[src/rtl/pipe_pkg.sv]
// Shared types and constants for the pipeline hazard controller.
package pipe_pkg;
   typedef enum logic [1:0] {RUN, LU_STALL, MEM_WAIT} state_t;
   localparam logic [4:0] REG_ZERO    = 5'd0;
   localparam int         TIMEOUT_DEF = 16;
endpackage

[src/rtl/sat_counter.sv]
// Saturating event counter used for the stall/flush statistics.
module sat_counter #(
   parameter int W = 16
) (
   input  logic         clk,
   input  logic         rst,
   input  logic         inc,
   input  logic         clear,
   output logic [W-1:0] value
);
   always_ff @(posedge clk or negedge rst) begin
      if (!rst)                     value <= '0;
      else if (clear)               value <= '0;
      else if (inc && value != '1)  value <= value + 1'b1;
   end
endmodule

[src/rtl/pipe_hazard_ctrl.sv]
// Hazard/sequencing controller: load-use stalls, data-memory wait with
// timeout, branch flushes, and saturating stall/flush statistics.
module pipe_hazard_ctrl
   import pipe_pkg::*;
#(
   parameter int TIMEOUT = TIMEOUT_DEF,
   parameter int CNT_W   = 16
) (
   input  logic             clk,
   input  logic             rst,
   input  logic [4:0]       FD_rs,
   input  logic [4:0]       FD_rt,
   input  logic             FD_uses_rt,
   input  logic             DX_MemRead,
   input  logic [4:0]       DX_RD,
   input  logic             XM_branch,
   input  logic             XM_MemRead,
   input  logic             XM_MemWrite,
   input  logic             dmem_ready,
   output logic             PC_write,
   output logic             FD_write,
   output logic             DX_bubble,
   output logic             FD_flush,
   output logic             DX_flush,
   output logic             XM_flush,
   output logic             PC_sel_bt,
   output logic             XM_hold,
   output logic             mem_err,
   output logic [CNT_W-1:0] stall_cnt,
   output logic [CNT_W-1:0] flush_cnt
);
   localparam int WC_W = $clog2(TIMEOUT + 1);

   state_t          state, state_nxt;
   logic [WC_W-1:0] wcnt, wcnt_nxt;
   logic            mem_op, tmo, mw, hz, err_set;

   assign mem_op  = XM_MemRead | XM_MemWrite;
   // Timeout release cycle: the frozen access is let go even without ready.
   assign tmo     = (state == MEM_WAIT) && (wcnt >= WC_W'(TIMEOUT));
   assign mw      = mem_op && !dmem_ready && !tmo;
   assign err_set = tmo && mem_op && !dmem_ready;
   assign hz      = DX_MemRead && (DX_RD != REG_ZERO) &&
                    ((DX_RD == FD_rs) || (FD_uses_rt && (DX_RD == FD_rt)));

   always_comb begin
      PC_write  = 1'b1;
      FD_write  = 1'b1;
      DX_bubble = 1'b0;
      FD_flush  = 1'b0;
      DX_flush  = 1'b0;
      XM_flush  = 1'b0;
      PC_sel_bt = 1'b0;
      XM_hold   = 1'b0;
      state_nxt = RUN;
      wcnt_nxt  = '0;
      // Controls are forced idle while reset is held, regardless of inputs.
      if (rst) begin
         if (mw) begin
            XM_hold   = 1'b1;
            PC_write  = 1'b0;
            FD_write  = 1'b0;
            state_nxt = MEM_WAIT;
            wcnt_nxt  = (state == MEM_WAIT) ? wcnt + 1'b1 : WC_W'(1);
         end else if (XM_branch) begin
            PC_sel_bt = 1'b1;
            FD_flush  = 1'b1;
            DX_flush  = 1'b1;
            XM_flush  = 1'b1;
         end else if (hz && state != LU_STALL) begin
            PC_write  = 1'b0;
            FD_write  = 1'b0;
            DX_bubble = 1'b1;
            state_nxt = LU_STALL;
         end
      end
   end

   always_ff @(posedge clk or negedge rst) begin
      if (!rst) begin
         state   <= RUN;
         wcnt    <= '0;
         mem_err <= 1'b0;
      end else begin
         state <= state_nxt;
         wcnt  <= wcnt_nxt;
         if (err_set) mem_err <= 1'b1;
      end
   end

   sat_counter #(.W(CNT_W)) u_stall_cnt (
      .clk(clk), .rst(rst), .inc(!PC_write), .clear(1'b0), .value(stall_cnt)
   );

   sat_counter #(.W(CNT_W)) u_flush_cnt (
      .clk(clk), .rst(rst), .inc(XM_flush), .clear(1'b0), .value(flush_cnt)
   );
endmodule

[config.mk]
export PLATFORM = sky130hd
export DESIGN_NAME = pipe_hazard_ctrl
export DESIGN_NICKNAME = d
export VERILOG_FILES = /design/src/rtl/pipe_pkg.sv /design/src/rtl/sat_counter.sv /design/src/rtl/pipe_hazard_ctrl.sv
export SDC_FILE = /design/constraint.sdc
export NUM_CORES = 1
export LEC_CHECK = 0
export ABC_AREA = 1
export CAP_MARGIN = 15
export CORE_MARGIN = 2
export CORE_UTILIZATION = 40
export CTS_CLUSTER_SIZE = 8
export DETAILED_ROUTE_END_ITERATION = 8
export HOLD_SLACK_MARGIN = 0.1
export PLACE_DENSITY = 0.68
export SKIP_CTS_REPAIR_TIMING = 1
export SLEW_MARGIN = 20
export SYNTH_ARGS = -nofsm -noshare
export SYNTH_HDL_FRONTEND = slang
export SYNTH_SLANG_ARGS = --single-unit
[constraint.sdc]
create_clock -name clk -period 2.65 [get_ports clk]
set_clock_uncertainty 0.1 [all_clocks]
set_input_delay 0.53 -clock clk [delete_from_list [all_inputs] [get_ports clk]]
set_output_delay 0.53 -clock clk [all_outputs]
set_load 0.1 [all_outputs]
* Word-level counts from Yosys, hierarchy flattened *
Index checks and enable logic that the tools add are counted.

storage, ports and cells
  flip-flop bits (word level) = 40
  input port bits = 23
  output and inout bits = 41

operators by class
  reduce and logical (&&, ||, !) cells = 16
  $add $sub $neg = 3
  bitwise operators = 1
  mux-type cells = 20
  $lt $le $gt $ge = 1
  equal/unequal tests = 6

operators with widths
  kind                                                      number
  adder 16 x 1 -> 16 bit, second input constant             2
  inequality test 16 bit, second input constant             2
  two-way mux 1 bit                                         15
  two-way mux 5 bit                                         3
  logical AND 1 bit                                         11
  == test 5 bit                                             2
  adder 5 x 1 -> 5 bit, second input constant               1
  greater-or-equal comparator 5 bit, second input constant  1
  nonzero test 5 bit                                        1
  two-way mux 2 bit                                         2
  logical NOT 1 bit                                         3
  == test 2 bit, second input constant                      1
  inequality test 2 x 1 -> 1 bit, second input constant     1
  logical OR 1 bit                                          1
  OR 1 bit                                                  1

* Logic depth before layout (Yosys ltp) *
Gate-level depths: netlist of the first run.

  depth in word-level cells = 11
  depth in mapped cells = 12

* By module *
From an unflattened synthesis of the first run, not the netlist that was laid out.

unflattened totals
  cells, all modules = 388
  area, all modules = 2713.9 µm²

modules (own cells, without submodules)
  module            times used  cells an instance  area an instance (µm²)
  sat_counter       2           144                1037.2
  pipe_hazard_ctrl  1           100                639.4

* Least setup slack after synthesis of the first run *
OpenSTA, ideal clock, no wires.

  path type = input port to output port
  start point = input XM_MemWrite
  end point = output FD_flush
  buffers on the path = 1
  data arrival time = 2549 ps
  slack = -529 ps
  stages = 4
  cell sequence = o21bai_2 > a21oi_4 > nor3_2 > buf_4

on the way
  longest elaborated chain between the ends = 5

RTL lines
  item                            RTL line                RTL
  from (decl)                     pipe_hazard_ctrl.sv:18  input logic XM_MemWrite,
  OR 1 bit                        pipe_hazard_ctrl.sv:38  assign mem_op = XM_MemRead | XM_MemWrite;
  logical AND 1 bit (2 in a row)  pipe_hazard_ctrl.sv:41  assign mw = mem_op && !dmem_ready && !tmo;
  two-way mux 1 bit (2 in a row)  -
  to (decl)                       pipe_hazard_ctrl.sv:23  output logic FD_flush,

No other way between the ends.

* Worst setup path in the final report of the first run *
  start point = input dmem_ready
  end point = output FD_write

on the way
  longest elaborated chain between the ends = 5

RTL lines
  item                            RTL line                RTL
  from (decl)                     pipe_hazard_ctrl.sv:19  input logic dmem_ready,
  logical NOT 1 bit               pipe_hazard_ctrl.sv:41
  logical AND 1 bit (2 in a row)  pipe_hazard_ctrl.sv:41
  two-way mux 1 bit               pipe_hazard_ctrl.sv:59  if (mw) begin
  two-way mux 1 bit               pipe_hazard_ctrl.sv:58  if (rst) begin
  to (decl)                       pipe_hazard_ctrl.sv:21  output logic FD_write,

No other way between the ends.

==> results of run 1 <==
[placed cells by master (no fill, tap or decap), types with 2 or more instances in the layout]
cell type,synthesis,routed
nand3_1,34,34
nand4_1,3,3
nand2_4,2,2
buf_4,5,37
buf_12,0,8
nand2_1,111,110
clkinvlp_4,0,2
inv_2,15,15
xnor2_1,14,14
o21ai_1,8,8
nor3_1,8,8
nand2_2,3,4
clkbuf_8,0,6
dfrtp_1,40,40
o21ai_0,4,4
ha_1,3,3
nor2_1,31,30
nor3_4,1,2
clkdlybuf4s50_1,0,20
xor2_1,14,14
nor2_4,1,2
inv_1,29,29
[flip-flops by register name (all words and copies together) (netlist names)]
name / flops
mem_err: 1
state: 2
u_flush_cnt.value: 16
u_stall_cnt.value: 16
wcnt: 5
[layer usage]
layer	vias up	part of all wire [%]	GRT usage [%]
met5	-	0	0
met4	0	1.5	6.11
met3	7	5.0	3.08
met2	51	47	29.8
met1	1046	47	23.7
li1	1184	-	-
[final cells by class]
cell class	instances	area share [%]
inverters	44	5.00
clock buffers	6	2.50
flip-flops and latches	40	30.3
clock inverters	2	0.454
well taps	75	2.84
repair buffers	67	19.8
multi-input cells	247	39.1
[how the worst max path moves through the flow]
stage | from | endpoint | slack (ns) | cells after the start
2_1_floorplan | XM_MemWrite | FD_flush | -0.03 | 4
3_3_place_gp | DX_RD[0] | DX_bubble | 0.11 | 10
3_5_place_dp | DX_RD[0] | DX_bubble | 0.02 | 10
4_1_cts | DX_RD[0] | DX_bubble | 0.02 | 10
5_1_grt | DX_RD[4] | PC_write | 0.02 | 11
6_report | dmem_ready | FD_write | 0.13 | 7
[kinds of logic after synthesis]
logic type / share of synthesized area [%]
AND/OR/NAND/NOR: 35.5
buffers and inverters: 9.37
flip-flops: 39.9
XOR/XNOR: 9.77
AO/OA/AOI/OAI: 3.99
adder cells (fa/ha/maj): 1.49
[report_power, final]
| part | switching, uW | leakage [uW] | total, uW | internal (uW) |
|---|---|---|---|---|
| clock network | 229 | 0.0000434 | 440 | 211 |
| registers | 103 | 0.000532 | 792 | 689 |
| logic | 852 | 0.00111 | 1100 | 246 |
| total | 1180 | 0.00169 | 2330 | 1150 |
[through the flow]
stage | instance area, um^2 | total power, uW | std cells | setup TNS, ns
global placement | 3200 | 1890 | 473 | 0
finish | 3300 | 2330 | 481 | 0
CTS | 3290 | 2350 | 481 | 0
global route | 3300 | 2450 | 481 | 0
floorplan | 2520 | 1630 | 340 | -0.0780
detailed placement | 3200 | 1910 | 473 | 0
[critical path, cell delays in order]
cell and delay (ns):
clkdlybuf4s50_1 0.40, o21bai_2 0.23, a21oi_4 0.22, nand2_2 0.16
nand2_4 0.12, inv_2 0.07, buf_12 0.16
==> metrics.md, run 1 <==
| Metric | Value |
|---|---|
| Max-slew violations | 0 |
| Synthesized Nets | 366 |
| CTS H-Tree Depth | 2 |
| Antenna diode count | 0 |
| Root Buffer | clkbuf_8 |
| Tmin final | 2.52 ns |
| Setup slack at placement | 0.0195 ns |
| Clk pin slew, worst setup/hold paths | 0.09 ns |
| Fin nets | 431 |
| WHS | 0.242 ns |
| Pwr dens | 705 mW/mm^2 |
| Synth unique cells | 29 |
| Starting Density | 41.9% |
| Via count | 2,288 |
| Post-Syn Instances | 340 |
| Status | complete, no violations |
| Origin of the critical flop-to-flop path | u_flush_cnt.value[0]$_DFFE_PN0P_ |
| Yosys top cell area share | 39.9% |
| Top FF cell, synth | dfrtp_1 |
| Area Growth Syn to Fin | 31.6% |
| Worst-path maximum fanout | 6 |
| CP Launch Type | input pin |
| I/O pin cnt | 64 |
| Reg2Reg Capture Point | u_flush_cnt.value[10]$_DFFE_PN0P_ |
| DRT iter0 DRCs | 84 |
| Commonest cells post-synth | nand2_1, dfrtp_1, nand3_1, nor2_1, inv_1 |
| Initial antenna violation count | 0 |
| Worst hold-check path type | input pin to async pin |
| Post-synth top area cell | dfrtp_1 |
| Crit end category | primary output |
| DP HPWL | 4340 um |
| GRT Resource Usage Total | 18.0% |
| YS warnings | 0 |
| Cts bufs inserted | 5 |
| Register area share after synthesis | 39.9% |
| Via density | 4.76 |
| Routed Antenna Nets | 0 |
| # rows | 28 |
| Number of synthesized flops with an enable pin | 0 |
| Final Util | 55.2% |
| First-pass GRT wire length | 10,500 um |
| Chip height | 83.2 um |
| Die area | 0.00693 mm^2 |
| Post-synthesis async set-or-reset flop share | 100% |
| DIE WIDTH | 83.2 um |
| Synth area leaders | dfrtp_1, nand2_1, nand3_1, xnor2_1, xor2_1 |
| Core area | 0.00599 mm^2 |
| Crit path required time | 2.02 ns |
| Worst VDD drop | 0.439 mV |
| Most frequent cell after synthesis | nand2_1 |
| Worst Max-Slew Pin Slew | 0.513 ns |
| Seq cells post-synth | 40 |
| Upper clock frequency limit | 396 MHz |
| Num Clock Sinks | 40 |
| Number of global-route vias before repair | 2,302 |
| Share of layout cells above drive strength 1 | 20.7% |
| LEAKAGE | 0.00169 uW |
| Detailed-route wire length per cell | 12.0 um |
| Slew headroom | 65.8% |
| Max Cap Viol | 0 |
| FF-to-FF path depth | 8 |
| Critical path type | input pin to primary output |
| Avg Inst Size Synth | 7.39 um^2 |
| Total routed wirelength | 5790 um |
| FF/Latch Area | 0.00100 mm^2 |
| 1st-pass router iterations | 4 |
| CTS tree | yes |
| DR DRC count | 0 |
| Final setup margin | 0.127 ns |
| Fill cells | 583 |
| CTS max path bufs | 2 |
| Port Buffers | 63 |
| Multi-input gate area | 0.00129 mm^2 |
| Largest net degree at the start of global routing | 42 |
| Placer Congestion | 0.848 |
| CP arrival | 1.89 ns |
| Final Cycle Share | 95.2% |
| Final setup viols | 0 |
| Unrepaired setup endpoints after global routing | false |
| Hold Violations, Final | 0 |
| Remaining Overflow, GRT | 0 |
| Setup slack, reg-to-reg | 0.66 ns |
| Worst-skew pair later-pin latency | 0.30 ns |
| Post-Syn Area | 0.00251 mm^2 |
Note: power is estimated with default switching activity, not from simulation.
==> run 2, diff against run 1 <==
--- a/config.mk
+++ b/config.mk
@@ -7,6 +7,7 @@
 export LEC_CHECK = 0
 export ABC_AREA = 1
 export CAP_MARGIN = 15
+export CORE_ASPECT_RATIO = 0.9
 export CORE_MARGIN = 2
 export CORE_UTILIZATION = 40
 export CTS_CLUSTER_SIZE = 8
==> metrics.md, run 2 (same netlist as run 1, synthesis figures left out) <==
| Metric | Value |
|---|---|
| Share of layout cells above drive strength 1 | 20.9% (was 20.7%) |
| CP arrival | 1.88 ns (was 1.89 ns) |
| # rows | 27 (was 28) |
| DIE WIDTH | 87.5 um (was 83.2 um) |
| Final Instance Area | 0.00333 mm^2 (was 0.00330 mm^2) |
| WHS | 0.166 ns (was 0.242 ns) |
| Remaining Overflow, GRT | 0 (unchanged) |
| LEAKAGE | 0.00170 uW (was 0.00169 uW) |
| Most frequent cells in the layout | nand2_1, dfrtp_1, buf_4 (unchanged) |
| DRT iter0 DRCs | 51 (was 84) |
| Routed Antenna Nets | 0 (unchanged) |
| Root Buffer | clkbuf_8 (unchanged) |
| Worst VDD drop | 0.566 mV (was 0.439 mV) |
| Sw Ratio | 49.0% (was 50.8%) |
| Worst-path maximum fanout | 4 (was 6) |
| Max Cap Viol | 0 (unchanged) |
| Number of global-route vias before repair | 2,147 (was 2,302) |
| Fill cells | 561 (was 583) |
| Via count | 2,243 (was 2,288) |
| Status | complete, no violations (unchanged) |
| Setup TNS Final | 0 ns (unchanged) |
| Regs by FF count | u_flush_cnt.value: 16 flops, u_stall_cnt.value: 16 flops, wcnt: 5 flops (unchanged) |
| Power share of the clock group | 20.9% (was 18.9%) |
| Final setup viols | 0 (unchanged) |
| Final Cycle Share | 94.7% (was 95.2%) |
| Worst path most repeated cell | nand2_1 |
| Setup slack at placement | 0.0507 ns (was 0.0195 ns) |
| Cts bufs inserted | 5 (unchanged) |
| Worst-skew pair later-pin latency | 0.28 ns (was 0.30 ns) |
| Crit-path cells | clkdlybuf4s50_1, inv_1, nand2_1, nand2_1, nor2_1, nand3_1, nand2_1, nand2_2, nand2_4, inv_2, buf_12 (was clkdlybuf4s50_1, o21bai_2, a21oi_4, nand2_2, nand2_4, inv_2, buf_12) |
| Crit end category | primary output (unchanged) |
| Max-slew violations | 0 (unchanged) |
| P_sw | 1170 uW (was 1180 uW) |
| Tmin final | 2.51 ns (was 2.52 ns) |
| Num Clock Sinks | 40 (unchanged) |
| Total routed wirelength | 5560 um (was 5790 um) |
| CTS max path bufs | 2 (unchanged) |
| Commonest non-fill, non-tap cell in the layout | nand2_1 (unchanged) |
| Upper clock frequency limit | 398 MHz (was 396 MHz) |
| DR DRC count | 0 (unchanged) |
| 1st-pass router iterations | 4 (unchanged) |
| Antenna diode count | 0 (unchanged) |
| Core area | 0.00608 mm^2 (was 0.00599 mm^2) |
| Via density | 4.68 (was 4.76) |
| Hold Violations, Final | 0 (unchanged) |
| Worst Max-Slew Pin Slew | 0.309 ns (was 0.513 ns) |
| Chip height | 79.2 um (was 83.2 um) |
| Fin nets | 432 (was 431) |
| Crit path required time | 2.02 ns (about the same) |
| DP HPWL | 4290 um (was 4340 um) |
| Port Buffers | 63 (unchanged) |
| Critical path's slowest cell | clkdlybuf4s50_1 (unchanged) |
| Critical path's largest stage delay | 0.52 ns (was 0.40 ns) |
| Largest net degree at the start of global routing | 23 (was 42) |
| CTS H-Tree Depth | 2 (unchanged) |
| Area Growth Syn to Fin | 32.8% (was 31.6%) |
| I/O pin cnt | 64 (unchanged) |
| Slew headroom | 79.3% (was 65.8%) |
| Placed Area | 0.00321 mm^2 (was 0.00320 mm^2) |
| Pwr dens | 715 mW/mm^2 (was 705 mW/mm^2) |
| Initial antenna violation count | 0 (unchanged) |
| Critical path type | input pin to primary output (unchanged) |
| Worst hold-check path type | input pin to async pin (unchanged) |
| Starting Density | 41.3% (was 41.9%) |
| CP Launch Type | input pin (unchanged) |
| Final setup margin | 0.140 ns (was 0.127 ns) |
| Reg power frac | 33.1% (was 34.0%) |
| Detailed-route wire length per cell | 11.6 um (was 12.0 um) |
| Die area | 0.00693 mm^2 (about the same) |
| CTS tree | yes (unchanged) |
| Clk pin slew, worst setup/hold paths | 0.08 ns (was 0.09 ns) |
| Int Pwr | 1220 uW (was 1150 uW) |
| GRT Resource Usage Total | 17.1% (was 18.0%) |
| First-pass GRT wire length | 9570 um (was 10,500 um) |
| FF-to-FF path depth | 9 (was 8) |
| Combinational power share | 46.0% (was 47.1%) |
| Placer Congestion | 0.809 (was 0.848) |
[run 2: cell types whose count changed in the layout (fill, tap and decap cells not counted), sizes merged]
cell / delta
clkinv: +1
clkinvlp: -1
clkbuf: -1
buf: +1
bufinv: +1
[run 2: metal layers]
| metal | vias up | global-route usage, % | part of all wire (%) |
|---|---|---|---|
| met5 | - | 0 | 0 |
| li1 | 1183 | - | - |
| met1 | 1014 | 24.1 | 51 |
| met3 | 2 | 3.33 | 4.1 |
| met2 | 44 | 27.0 | 44 |
| met4 | 0 | 3.85 | 0.56 |
[run 2: power groups by stage]
stage	logic (uW)	clock network [uW]	registers (uW)
2_1_floorplan	283	0	1350
5_1_grt	1160	544	801
6_report	1100	499	788
3_5_place_dp	1100	0	802
3_3_place_gp	1090	0	799
4_1_cts	1100	520	789
[run 2: layout make-up]
| cell class | count | area, um^2 | share of cell area [%] |
|---|---|---|---|
| inverters | 44 | 165 | 4.95 |
| repair buffers | 68 | 676 | 20.3 |
| multi-input cells | 247 | 1290 | 38.7 |
| flip-flops and latches | 40 | 1000 | 30.0 |
| well taps | 72 | 90.1 | 2.70 |
| clock inverters | 3 | 42.5 | 1.28 |
| clock buffers | 5 | 68.8 | 2.06 |
[run 2: final timing paths]
path,from,to,slack [ns]
min reg2reg,mem_err$_DFFE_PN0P_,mem_err$_DFFE_PN0P_,0.39
max in group asynchronous,rst,u_stall_cnt.value[9]$_DFFE_PN0P_,2.05
min in group clk,mem_err$_DFFE_PN0P_,mem_err$_DFFE_PN0P_,0.39
max,DX_RD[4],FD_write,0.14
min,rst,u_stall_cnt.value[3]$_DFFE_PN0P_,0.17
max reg2reg,u_stall_cnt.value[0]$_DFFE_PN0P_,u_stall_cnt.value[9]$_DFFE_PN0P_,0.69
[run 2: metrics by stage]
step                      util [%]  power (uW)  std cells
after global placement        52.8        1890        471
after detailed placement      52.8        1900        471
after CTS                     54.7        2410        479
after floorplan                  -        1630        340
final                         54.8        2380        479
after global routing          54.8        2500        479
[run 2: worst max-delay path, delay by kind of cell]
kind          cells  cell delay [ns]
buf+inv           4             0.81
simple gates      7             0.54
